### src/rtl/dm_pkg.sv
// Shared types and byte-enable constants for the data-memory bus controller.
package dm_pkg;

  typedef enum logic [1:0] {
    IDLE = 2'd0,
    BUSY = 2'd1,
    DONE = 2'd2
  } dm_state_e;

  localparam logic [3:0] BE_WORD    = 4'b1111;
  localparam logic [3:0] BE_HALF_LO = 4'b0011;
  localparam logic [3:0] BE_HALF_HI = 4'b1100;
  localparam logic [3:0] BE_BYTE0   = 4'b0001;

endpackage

### src/rtl/dm_lane_steer.sv
// Store-width steering: byte enables, lane-replicated write data, alignment check.
module dm_lane_steer
  import dm_pkg::*;
(
  input  logic [1:0]  i_addr,
  input  logic        i_sh,
  input  logic        i_sb,
  input  logic [31:0] i_wd,
  output logic [3:0]  o_be,
  output logic [31:0] o_wdata,
  output logic        o_misaligned
);

  // Byte stores have priority over halfword stores and can never be misaligned.
  always_comb begin
    o_be         = BE_WORD;
    o_wdata      = i_wd;
    o_misaligned = 1'b0;
    if (i_sb) begin
      o_be    = BE_BYTE0 << i_addr;
      o_wdata = {4{i_wd[7:0]}};
    end else if (i_sh) begin
      o_be         = i_addr[1] ? BE_HALF_HI : BE_HALF_LO;
      o_wdata      = {2{i_wd[15:0]}};
      o_misaligned = i_addr[0];
    end else begin
      o_misaligned = (i_addr != 2'b00);
    end
  end

endmodule

### src/rtl/dm_bus_ctrl.sv
// Data-memory bus controller: stalls the CPU across a req/ack SRAM access with timeout.
// Handshake: mem_req rises with all mem_* outputs stable and holds until the cycle mem_ack is seen or TIMEOUT expires.
module dm_bus_ctrl
  import dm_pkg::*;
#(
  parameter int AW      = 10,
  parameter int TIMEOUT = 16
) (
  input  logic          clk,
  input  logic          rst,
  input  logic [31:0]   cpu_addr,
  input  logic [31:0]   cpu_wdata,
  input  logic          cpu_we,
  input  logic          cpu_re,
  input  logic          cpu_sh,
  input  logic          cpu_sb,
  output logic [31:0]   cpu_rdata,
  output logic          stall,
  output logic          bus_err,
  output logic          mem_req,
  output logic          mem_we,
  output logic [AW-1:0] mem_addr,
  output logic [3:0]    mem_be,
  output logic [31:0]   mem_wdata,
  input  logic          mem_ack,
  input  logic [31:0]   mem_rdata,
  output logic [1:0]    dbg_state
);

  localparam int CW = $clog2(TIMEOUT);
  localparam logic [CW-1:0] CNT_LAST = CW'(TIMEOUT - 1);

  dm_state_e     r_state, w_state_nxt;
  logic [CW-1:0] r_cnt;
  logic [31:0]   r_cpu_rdata;
  logic          r_bus_err;
  logic          r_mem_req;
  logic          r_mem_we;
  logic [AW-1:0] r_mem_addr;
  logic [3:0]    r_mem_be;
  logic [31:0]   r_mem_wdata;

  logic [3:0]    w_be;
  logic [31:0]   w_wdata;
  logic          w_steer_mis;
  logic          w_access;
  logic          w_mis;
  logic          w_timeout;
  logic          w_stall;
  logic          w_unused_addr;

  dm_lane_steer u_steer (
    .i_addr       (cpu_addr[1:0]),
    .i_sh         (cpu_sh),
    .i_sb         (cpu_sb),
    .i_wd         (cpu_wdata),
    .o_be         (w_be),
    .o_wdata      (w_wdata),
    .o_misaligned (w_steer_mis)
  );

  assign w_access      = cpu_we | cpu_re;
  assign w_mis         = cpu_we & w_steer_mis;
  assign w_timeout     = (r_cnt == CNT_LAST);
  assign w_unused_addr = ^cpu_addr[31:AW+2];

  always_ff @(posedge clk) begin
    if (!rst) r_state <= IDLE;
    else      r_state <= w_state_nxt;
  end

  always_comb begin
    w_state_nxt = r_state;
    w_stall     = 1'b0;
    case (r_state)
      IDLE: begin
        w_stall = w_access;
        if (w_access) w_state_nxt = w_mis ? DONE : BUSY;
      end
      BUSY: begin
        w_stall = 1'b1;
        if (mem_ack || w_timeout) w_state_nxt = DONE;
      end
      DONE:    w_state_nxt = IDLE;
      default: w_state_nxt = IDLE;
    endcase
  end

  always_ff @(posedge clk) begin
    if (!rst) begin
      r_cnt       <= '0;
      r_cpu_rdata <= '0;
      r_bus_err   <= 1'b0;
      r_mem_req   <= 1'b0;
      r_mem_we    <= 1'b0;
      r_mem_addr  <= '0;
      r_mem_be    <= '0;
      r_mem_wdata <= '0;
    end else begin
      case (r_state)
        IDLE: begin
          if (w_access) begin
            if (w_mis) begin
              r_bus_err <= 1'b1;
            end else begin
              r_mem_req   <= 1'b1;
              r_mem_we    <= cpu_we;
              r_mem_addr  <= cpu_addr[AW+1:2];
              r_mem_be    <= cpu_we ? w_be : BE_WORD;
              r_mem_wdata <= w_wdata;
            end
          end
        end
        BUSY: begin
          r_cnt <= r_cnt + 1'b1;
          if (mem_ack) begin
            r_mem_req <= 1'b0;
            if (!r_mem_we) r_cpu_rdata <= mem_rdata;
          end else if (w_timeout) begin
            r_mem_req   <= 1'b0;
            r_cpu_rdata <= '0;
            r_bus_err   <= 1'b1;
          end
        end
        default: r_cnt <= '0;
      endcase
    end
  end

  assign cpu_rdata = r_cpu_rdata;
  assign stall     = w_stall;
  assign bus_err   = r_bus_err;
  assign mem_req   = r_mem_req;
  assign mem_we    = r_mem_we;
  assign mem_addr  = r_mem_addr;
  assign mem_be    = r_mem_be;
  assign mem_wdata = r_mem_wdata;
  assign dbg_state = r_state;

endmodule

### config.mk
export PLATFORM = sky130hd
export DESIGN_NAME = dm_bus_ctrl
export DESIGN_NICKNAME = d
export VERILOG_FILES = /design/src/rtl/dm_pkg.sv /design/src/rtl/dm_lane_steer.sv /design/src/rtl/dm_bus_ctrl.sv
export SDC_FILE = /design/constraint.sdc
export NUM_CORES = 1
export LEC_CHECK = 0
export CAP_MARGIN = 25
export CORE_ASPECT_RATIO = 0.6
export CORE_UTILIZATION = 40
export DETAILED_ROUTE_END_ITERATION = 16
export GPL_TIMING_DRIVEN = 0
export PLACE_DENSITY = 0.91
export SLEW_MARGIN = 20
export SYNTH_ARGS = -nofsm -noshare
export SYNTH_HDL_FRONTEND = slang
export SYNTH_SLANG_ARGS = --single-unit
### constraint.sdc
create_clock -name clk -period 2.05 [get_ports clk]
set_clock_uncertainty 0.15 [all_clocks]
set_input_delay 0.41 -clock clk [delete_from_list [all_inputs] [get_ports clk]]
set_output_delay 0.41 -clock clk [all_outputs]
set_load 0.05 [all_outputs]
==> impl_metrics.py <==
metrics = {
    "outcome": {
        "status": "finished, violations left",
        "violations": "DRC",
    },
    "floorplanning": {
        "std_cell_rows": 26,
        "ioPinCount": 187,
        "die_w_um": 125,
        "fp.dieH_um": 76.0,
        "start_util": 0.421,
        "dieArea_um2": 9530,
        "core_um2": 8690,
    },
    "cells_and_area": {
        "antennaDiodeCount": 0,
        "fin_area_um2": 5800,
        "n_fill_cell": 710,
        "mostFrequentLayoutCells": "87 x dfxtp_1, 82 x clkdlybuf4s50_1, 55 x nand2_1",
        "fin_nets": 681,
        "drive_gt1_frac": 0.0964,
        "instances_no_fill": 693,
        "final_common_cell": "dfxtp_1",
        "areaGrowthSynthToFinish_pct": 58.8,
    },
    "sta": {
        "relSlewSlack": 0.531,
        "tightestPinTransition_ns": 0.703,
        "rsz0062_at_grt": "no",
        "period_minus_slack_ns": 2.03,
        "slew_viol_final": 0,
        "fmax_ghz": 0.494,
        "setup_violations": 0,
        "finalCritPeriodShare": 0.988,
        "layout_setup_ws_ns": 0.0247,
        "hold_viol_final": 0,
    },
    "detailed_routing": {
        "dr.first_iter.drc_count": 314,
        "ant_nets": 0,
        "drc": 8,
        "vias_per_cell": 5.39,
        "postRouteWirelength_mm": 12.6,
        "first_pass_iters": 11,
        "wl_per_cell_um": 18.1,
        "route.vias.total": 3733,
    },
    "critical_path": {
        "cp_cell_sequence": "clkdlybuf4s50_1",
        "start_kind": "flip-flop",
        "slowest_delay_ns": 0.80,
        "crit_path_max_fanout": 2,
        "crit_type": "flip-flop to primary output",
        "crit_buf_inv": 1,
        "crit_family": "buffers and inverters",
        "crit_arrival_ns": 1.47,
        "slowest_stage": "clkdlybuf4s50_1",
        "cp-end-kind": "primary output",
        "worstPathRequired_ns": 1.49,
    },
    "run": {
        "cap_violations": 0,
    },
    "grt": {
        "grt_pass1_vias": 3742,
        "track_usage": 0.266,
        "antenna_found_initial": 0,
        "grt.overflow.total": 0,
        "grt_pass1_wl_mm": 19.6,
        "grt_start_max_net_pins": 15,
    },
    "pwr": {
        "total_leakage_power_nw": 2.82,
        "cellPowerDensity_nw_per_um2": 913,
        "ir_worst_vdd_v": 0.000472,
    },
    "synth": {
        "ys_types": 41,
        "yosysSeqAreaShare": 0.477,
        "syn_area_um2": 3650,
        "syn_inst": 401,
        "synth_nets": 505,
        "synth_seq_cells": 87,
        "synth_ff_type": "dfxtp_1",
        "avgSynthCellArea_um2": 9.11,
        "synth_edf_count": 0,
        "async_reset_ff_frac": 0,
        "yosysWarningCount": 0,
    },
    "clock_tree": {
        "cts_tree": "yes",
        "cts_buffer_depth": 2,
        "ctsHoldBuffers": 0,
        "root_buffer": "clkbuf_16",
        "cts-buffers-inserted": 9,
        "cts-htree-levels": 3,
        "cts_sinks": 87,
        "clock_latency_ns": 0.34,
        "cts.clk_slew.worst_paths_ns": 0.06,
    },
    "placement": {
        "dpl_worst_slack_ns": -0.589,
        "gp_congestion": 0.936,
        "place_inst": 677,
        "place_hpwl_mm": 9.46,
        "placement.io_buffers": 164,
        "placement.cell_area_um2": 5440,
    },
    "min_path": {
        "min_path_type": "flip-flop to flip-flop",
    },
}
## stage by stage
stage                     power [mW]  setup TNS (ns)  hold WS, ns   util
after floorplan                 2.94               0        0.338      -
after global placement          3.50          -13.47        0.288  0.626
after detailed placement        3.54          -17.31        0.293  0.626
after CTS                       5.32          -0.159        0.301  0.658
after global routing            5.49               0        0.320  0.668
final                           5.30               0        0.297  0.668
## area by class of cell
type | count | area (um2) | share of cell area
clock buffers | 10 | 229 | 0.0395
clock inverters | 5 | 108 | 0.0185
plain buffers | 36 | 190 | 0.0328
multi-input cells | 275 | 1730 | 0.298
well taps | 112 | 140 | 0.0242
inverters | 4 | 15.0 | 0.00259
repair buffers | 164 | 1650 | 0.284
flip-flops and latches | 87 | 1740 | 0.300
## registers in the layout (all words and copies together), names as in the netlist
signal	cells
mem_we	1
bus_err	1
dbg_state	2
cpu_rdata	32
mem_be	4
mem_wdata	32
mem_req	1
mem_addr	10
r_cnt	4
## timing repair
action	in CTS	in global routing
buffers inserted	0	0
gates cloned	0	1
resized for setup	57	40
pin swaps	0	1
endpoints found under the setup margin	56	49
## cells by family after synthesis
logic type      count (synthesis)  synth area share
compound gates                113             0.234
xor+xnor                        3           0.00719
fa+ha+maj                       1           0.00342
buf+inv                        40            0.0548
flops                          87             0.477
mux                            19            0.0521
simple gates                  138             0.172
## report_power, final
part / internal (mW) / switching (mW)
registers: 1.84 / 0.0833
logic: 0.532 / 0.990
clock network: 1.19 / 0.662
total: 3.56 / 1.74
## cells in the mapped netlist (all sizes together), types with 2 or more instances
library cell	count	area, um2
a21o	2	15.0
nand4	17	106
dfxtp	87	1740
nor2	44	173
a311oi	16	228
buf	15	106
nand2	55	206
o21ai	33	176
o221a	4	45.0
xor2	2	17.5
a22oi	32	240
a21oi	20	100
nor2b	3	21.3
nand2b	12	75.1
mux2i	19	190
clkbuf	21	78.8
inv	4	15.0
## worst reg2reg max path: cells and delay by family (launching register included)
kind	cells	cell delay [ns]
buffers and inverters	4	0.65
AOI/OAI and AO/OA	1	0.15
and+or+nand+nor	2	0.31
DFF	1	0.31
muxes	1	0.23
## per-layer routing
layer / vias to the layer above / track usage / share of wire
met3: 14 / 0.0934 / 0.093
met4: 0 / 0.0756 / 0.010
li1: 1793 / - / -
met1: 1772 / 0.354 / 0.46
met5: - / 0 / 0
met2: 154 / 0.409 / 0.44
## path summary, 6_finish.rpt
kind,startpoint,slack (ns),to,depth (start not counted)
hold / removal,mem_wdata[1],0.30,mem_wdata[1],2
setup reg to reg,dbg_state[0],0.18,mem_addr[3],8
hold reg to reg,mem_wdata[1],0.30,mem_wdata[1],2
setup / recovery,cpu_rdata[9],0.02,cpu_rdata[9],1
No activity file was read; power rests on OpenSTA's default activity.
